<file path="src/rtl/dsp_update_sequencer.sv">
// Arbitrates weight-controller and JTAG update requests and sequences single-lane or
// broadcast parameter writes into the DSP. Optional post-write settle gap: DSP_UPD_SETTLE_EN.
module dsp_update_sequencer #(
  parameter int CHANNEL_WIDTH = 16,
  parameter int DATA_BITS     = 16,
  parameter int SETTLE_CYCLES = 4
) (
  input  logic                             clk,
  input  logic                             rst,
  input  logic                             wc_req,
  input  logic                             wc_bcast,
  input  logic [2:0]                       wc_sel,
  input  logic [$clog2(CHANNEL_WIDTH)-1:0] wc_chan,
  input  logic [4:0]                       wc_tap,
  input  logic [DATA_BITS-1:0]             wc_data,
  output logic                             wc_ack,
  input  logic                             jtag_req,
  input  logic                             jtag_bcast,
  input  logic [2:0]                       jtag_sel,
  input  logic [$clog2(CHANNEL_WIDTH)-1:0] jtag_chan,
  input  logic [4:0]                       jtag_tap,
  input  logic [DATA_BITS-1:0]             jtag_data,
  output logic                             jtag_ack,
  output logic                             upd_strobe,
  output logic [2:0]                       upd_sel,
  output logic [$clog2(CHANNEL_WIDTH)-1:0] upd_chan,
  output logic [4:0]                       upd_tap,
  output logic [DATA_BITS-1:0]             upd_data,
  output logic                             busy,
  output logic                             sel_err
);
  localparam int              CW           = $clog2(CHANNEL_WIDTH);
  localparam logic [CW-1:0]   LAST_LANE    = CW'(CHANNEL_WIDTH - 1);
  localparam logic [2:0]      SEL_MAX      = 3'd4;
  localparam logic [2:0]      SEL_CHAN_EST = 3'd3;

  if (CHANNEL_WIDTH < 2 || SETTLE_CYCLES < 1) begin : g_param_check
    $error("dsp_update_sequencer: CHANNEL_WIDTH must be >= 2 and SETTLE_CYCLES >= 1");
  end

`ifdef DSP_UPD_SETTLE_EN
  typedef enum logic [1:0] {S_IDLE = 2'd0, S_WRITE = 2'd1, S_SETTLE = 2'd2, S_DONE = 2'd3} state_t;
  localparam int            SW          = (SETTLE_CYCLES > 1) ? $clog2(SETTLE_CYCLES) : 1;
  localparam logic [SW-1:0] SETTLE_LAST = SW'(SETTLE_CYCLES - 1);
  logic [SW-1:0] r_settle_cnt, w_settle_cnt_next;
`else
  typedef enum logic [1:0] {S_IDLE = 2'd0, S_WRITE = 2'd1, S_DONE = 2'd3} state_t;
`endif

  state_t               r_state, w_state_next;
  logic                 r_last_jtag, w_last_jtag_next;
  logic                 r_after_done;
  logic                 r_bcast, w_bcast_next;
  logic [CW-1:0]        r_lane, w_lane_next;
  logic                 r_strobe, w_strobe_next;
  logic                 r_wc_ack, w_wc_ack_next;
  logic                 r_jtag_ack, w_jtag_ack_next;
  logic                 r_sel_err, w_sel_err_next;
  logic                 r_busy;
  logic [2:0]           r_sel, w_sel_next;
  logic [CW-1:0]        r_chan, w_chan_next;
  logic [4:0]           r_tap, w_tap_next;
  logic [DATA_BITS-1:0] r_data, w_data_next;

  logic                 w_wc_eff, w_jtag_eff, w_grant_jtag, w_step;
  logic                 w_g_bcast;
  logic [2:0]           w_g_sel;
  logic [CW-1:0]        w_g_chan;
  logic [4:0]           w_g_tap;
  logic [DATA_BITS-1:0] w_g_data;

  // The requester acked in DONE is ignored for one IDLE cycle so a late-dropping req is not re-served.
  assign w_wc_eff     = wc_req   & ~(r_after_done & ~r_last_jtag);
  assign w_jtag_eff   = jtag_req & ~(r_after_done &  r_last_jtag);
  assign w_grant_jtag = w_jtag_eff & (~w_wc_eff | ~r_last_jtag);

  assign w_g_bcast = w_grant_jtag ? jtag_bcast : wc_bcast;
  assign w_g_sel   = w_grant_jtag ? jtag_sel   : wc_sel;
  assign w_g_chan  = w_grant_jtag ? jtag_chan  : wc_chan;
  assign w_g_tap   = w_grant_jtag ? jtag_tap   : wc_tap;
  assign w_g_data  = w_grant_jtag ? jtag_data  : wc_data;

  always_comb begin
    w_state_next     = r_state;
    w_last_jtag_next = r_last_jtag;
    w_bcast_next     = r_bcast;
    w_lane_next      = r_lane;
    w_sel_next       = r_sel;
    w_chan_next      = r_chan;
    w_tap_next       = r_tap;
    w_data_next      = r_data;
    w_strobe_next    = 1'b0;
    w_wc_ack_next    = 1'b0;
    w_jtag_ack_next  = 1'b0;
    w_sel_err_next   = 1'b0;
    w_step           = 1'b0;
`ifdef DSP_UPD_SETTLE_EN
    w_settle_cnt_next = r_settle_cnt;
`endif
    case (r_state)
      S_IDLE: begin
        if (w_wc_eff | w_jtag_eff) begin
          w_last_jtag_next = w_grant_jtag;
          w_bcast_next     = w_g_bcast;
          w_lane_next      = '0;
          w_sel_next       = w_g_sel;
          w_tap_next       = (w_g_sel == SEL_CHAN_EST) ? w_g_tap : 5'd0;
          w_data_next      = w_g_data;
          if (w_g_sel > SEL_MAX) begin
            w_state_next    = S_DONE;
            w_wc_ack_next   = ~w_grant_jtag;
            w_jtag_ack_next = w_grant_jtag;
            w_sel_err_next  = 1'b1;
          end else begin
            w_state_next  = S_WRITE;
            w_strobe_next = 1'b1;
            w_chan_next   = w_g_bcast ? '0 : w_g_chan;
          end
        end
      end
`ifdef DSP_UPD_SETTLE_EN
      S_WRITE: begin
        w_state_next      = S_SETTLE;
        w_settle_cnt_next = '0;
      end
      S_SETTLE: begin
        if (r_settle_cnt == SETTLE_LAST) w_step = 1'b1;
        else                             w_settle_cnt_next = r_settle_cnt + 1'b1;
      end
`else
      S_WRITE: w_step = 1'b1;
`endif
      S_DONE:  w_state_next = S_IDLE;
      default: w_state_next = S_IDLE;
    endcase

    // A finished write either starts the next broadcast lane or closes the transaction.
    if (w_step) begin
      if (r_bcast && (r_lane != LAST_LANE)) begin
        w_lane_next   = r_lane + 1'b1;
        w_chan_next   = r_lane + 1'b1;
        w_strobe_next = 1'b1;
        w_state_next  = S_WRITE;
      end else begin
        w_state_next    = S_DONE;
        w_wc_ack_next   = ~r_last_jtag;
        w_jtag_ack_next = r_last_jtag;
      end
    end
  end

  always_ff @(posedge clk or posedge rst) begin
    if (rst) begin
      r_state      <= S_IDLE;
      r_last_jtag  <= 1'b0;
      r_after_done <= 1'b0;
      r_bcast      <= 1'b0;
      r_lane       <= '0;
      r_strobe     <= 1'b0;
      r_wc_ack     <= 1'b0;
      r_jtag_ack   <= 1'b0;
      r_sel_err    <= 1'b0;
      r_busy       <= 1'b0;
      r_sel        <= '0;
      r_chan       <= '0;
      r_tap        <= '0;
      r_data       <= '0;
`ifdef DSP_UPD_SETTLE_EN
      r_settle_cnt <= '0;
`endif
    end else begin
      r_state      <= w_state_next;
      r_last_jtag  <= w_last_jtag_next;
      r_after_done <= (r_state == S_DONE);
      r_bcast      <= w_bcast_next;
      r_lane       <= w_lane_next;
      r_strobe     <= w_strobe_next;
      r_wc_ack     <= w_wc_ack_next;
      r_jtag_ack   <= w_jtag_ack_next;
      r_sel_err    <= w_sel_err_next;
      r_busy       <= (w_state_next != S_IDLE);
      r_sel        <= w_sel_next;
      r_chan       <= w_chan_next;
      r_tap        <= w_tap_next;
      r_data       <= w_data_next;
`ifdef DSP_UPD_SETTLE_EN
      r_settle_cnt <= w_settle_cnt_next;
`endif
    end
  end

  assign wc_ack     = r_wc_ack;
  assign jtag_ack   = r_jtag_ack;
  assign upd_strobe = r_strobe;
  assign upd_sel    = r_sel;
  assign upd_chan   = r_chan;
  assign upd_tap    = r_tap;
  assign upd_data   = r_data;
  assign busy       = r_busy;
  assign sel_err    = r_sel_err;

endmodule

</file>
<file path="config.mk">
export PLATFORM = sky130hd
export DESIGN_NAME = dsp_update_sequencer
export DESIGN_NICKNAME = d
export VERILOG_FILES = /design/src/rtl/dsp_update_sequencer.sv
export SDC_FILE = /design/constraint.sdc
export NUM_CORES = 1
export LEC_CHECK = 0
export CORE_MARGIN = 5
export CORE_UTILIZATION = 41
export DETAILED_ROUTE_END_ITERATION = 10
export PLACE_DENSITY_LB_ADDON = 0.08
export SYNTH_ARGS = -nofsm -noshare
export SYNTH_HDL_FRONTEND = slang
export SYNTH_SLANG_ARGS = --single-unit
</file>
<file path="constraint.sdc">
create_clock -name clk -period 2.1 [get_ports clk]
set_input_delay 0.42 -clock clk [delete_from_list [all_inputs] [get_ports clk]]
set_output_delay 0.42 -clock clk [all_outputs]
set_load 0.1 [all_outputs]
</file>
==> results.ini <==
[yosys]
yosys.area.top_type_share_pct = 51.1
ys.warnings.count = 0
netlist_area_mm2 = 0.00206
synth.distinct_cells = 32
ys_seq_area_share_pct = 51.1
ys.flop_type = dfrtp_1
yosys-top-cells-count = dfrtp_1 (42), nand2_1 (38), o21ai_0 (31)
avgSynthCellArea_um2 = 10.1
synth_most_common_cell = dfrtp_1
synth.area.top_cells = dfrtp_1 (51%), mux2i_1 (14%), o21ai_0 (7.5%), nand2_1 (6.9%), inv_1 (1.6%)
ys_async_sr_fraction_pct = 100
ys_seq_elements = 42
synth_edf_count = 0
synth_top_area_cell = dfrtp_1
syn_nets = 267
synth_cells = 204

[pwr]
power.total_uw = 5520
p_leak_uw = 0.00152
p_int_uw = 2290
cellPowerDensity_mw_per_mm2 = 1740
switchingPower_uw = 3230
p_seq_share_pct = 25.3
pwr-share-comb_pct = 65.1
peakVddDrop_uv = 1020
clkPwrFrac_pct = 9.6
swShare_pct = 58.5

[detailed_routing]
firstDrtPassIters = 4
drt-total-wl_um = 5320
drc = 0
avgRoutedWirePerCell_um = 14.1
drt_iter0_drc = 111
num_vias = 1849
via_per_inst = 4.89
drtAntennaViolNets = 0

[sta]
worst_slack_ns = 0.175
slew_viol_final = 0
worstMarginPinSlew_ns = 0.527
rsz0062_at_grt = false
finalSetupViolCount = 0
period_needed_ns = 1.93
period_share_pct = 91.7
slew-limit-headroom_pct = 64.9
skew_ns = 0.00780
max_freq_mhz = 519
hold_violations = 0

[placed_design]
post-dp-hpwl_um = 4230
place_ws_ns = -0.141
io_buffers = 94
gp_congestion = 0.827

[floorplan]
pin_count = 95
fp.dieW_um = 80.8
start_util_pct = 43.0
fp.dieArea_mm2 = 0.00653
rows = 25
fp.dieH_um = 80.8
core_mm2 = 0.00479

[status]
status = complete, no violations

[clock_network]
cts_tree = yes
cts_hold_buffers = 0
clk_pin_slew_worst_paths_ns = 0.08
clock-sinks = 42
cts_setup_buffers = 0
cts_root_buf = clkbuf_8
cts_buffers = 5
clockBufferDepth = 2
clk_latency_ns = 0.29
cts_htree_levels = 2
cts-resized-gates = 0

[global_route]
grt_pass1_vias = 1842
grt_pass1_wl_um = 8520
grt-ovfl-total = 0
grt_max_degree = 49
antenna_found_initial = 0
grt_use_total_pct = 17.2

[final_layout]
fin_nets = 373
n_fill_cell = 423
area_growth_syn_to_layout_pct = 54.5
antennaDiodeCount = 0
drive_gt1_share_pct = 18.3

[worst_setup_path]
r2r_cells = 4
critical_path_class = in -> reg
critPathLaunch = wc_req
cp.required_ns = 2.25
worstPathArrival_ns = 2.07
rr_startpoint = r_last_jtag
crit_path_start_kind = input pin
cp_max_fo = 5
crit_path_end_kind = register

[min_path]
holdPathStages = 2
min_path_type = reg -> reg
hp-start = upd_data[14]

[run]
maxCapViolations = 0

-- placed cells by master (no fill, tap or decap), types with 2 or more instances in the layout --
cell type / n
mux2i_1: 28
and3_1: 2
clkdlybuf4s50_1: 61
inv_1: 8
nand2b_1: 2
buf_4: 44
buf_12: 2
nand3_1: 6
clkbuf_8: 6
o21ai_0: 31
dfrtp_1: 42
a211oi_1: 2
o21a_1: 3
a21oi_1: 4
o221ai_1: 3
o22ai_1: 2
nor2_1: 6
nor4_1: 3
nand2_1: 38
-- flip-flops by register name (all words and copies together) (netlist names), 2 cells and up --
register and cells:
r_lane 4, upd_data 16, r_state 2, upd_sel 3, upd_chan 4, upd_tap 5
-- per-stage QoR --
stage | util [%] | setup TNS (ns) | std cells | area [um2] | hold slack [ns]
3_3_place_gp | 64.4 | -2.10 | 370 | 3080 | 0.463
6_report | 66.4 | 0 | 378 | 3180 | 0.480
3_5_place_dp | 64.4 | -3.42 | 370 | 3080 | 0.471
5_1_grt | 66.4 | 0 | 378 | 3180 | 0.509
2_1_floorplan | - | 0 | 204 | 2060 | 0.484
4_1_cts | 66.4 | 0 | 378 | 3180 | 0.489
-- critical path: stages --
cell and delay [ns]:
clkdlybuf4s50_1 0.51, mux2i_1 0.16, a2111o_1 0.49, o31ai_4 0.34, o221ai_1 0.15
-- final timing paths --
kind / endpoint / slack, ns
setup / recovery: upd_chan[3] / 0.17
hold / removal: upd_data[14] / 0.48
setup reg to reg: upd_data[1] / 0.27
hold reg to reg: upd_data[14] / 0.48
max in group asynchronous: upd_tap[2] / 1.18
min in group asynchronous: upd_data[11] / 0.55
-- final cells by class --
class / instances / area [um2] / area share [%]
Timing Repair Buffer: 107 / 981 / 30.9
Clock inverter: 1 / 5.00 / 0.158
Multi-Input combinational cell: 145 / 935 / 29.4
Inverter: 9 / 33.8 / 1.06
Sequential cell: 42 / 1050 / 33.1
Tap cell: 67 / 83.8 / 2.64
Clock buffer: 7 / 86.3 / 2.72
-- cell families after synthesis --
| group | count (synthesis) | share of synthesized area (%) |
|---|---|---|
| simple gates | 59 | 12.2 |
| mux | 29 | 14.2 |
| xor+xnor | 2 | 0.852 |
| flops | 42 | 51.1 |
| compound gates | 54 | 17.6 |
| buf+inv | 17 | 3.41 |
| fa+ha+maj | 1 | 0.609 |
-- layer usage --
layer | vias up | track usage, % | share of wire (%)
met5 | - | 0 | 0
met4 | 0 | 5.24 | 1.5
met3 | 8 | 6.76 | 9.0
met2 | 67 | 29.1 | 50
met1 | 836 | 20.0 | 39
li1 | 938 | - | -
-- power by group through the flow --
stage                     registers (uW)  clock network, uW  logic [uW]
after global routing                1450                589        3770
after detailed placement            1410                  0        3630
final                               1400                529        3590
after CTS                           1400                548        3620
after floorplan                     3370                  0         749
after global placement              1400                  0        3590
Power figures use the tool's default switching activity.
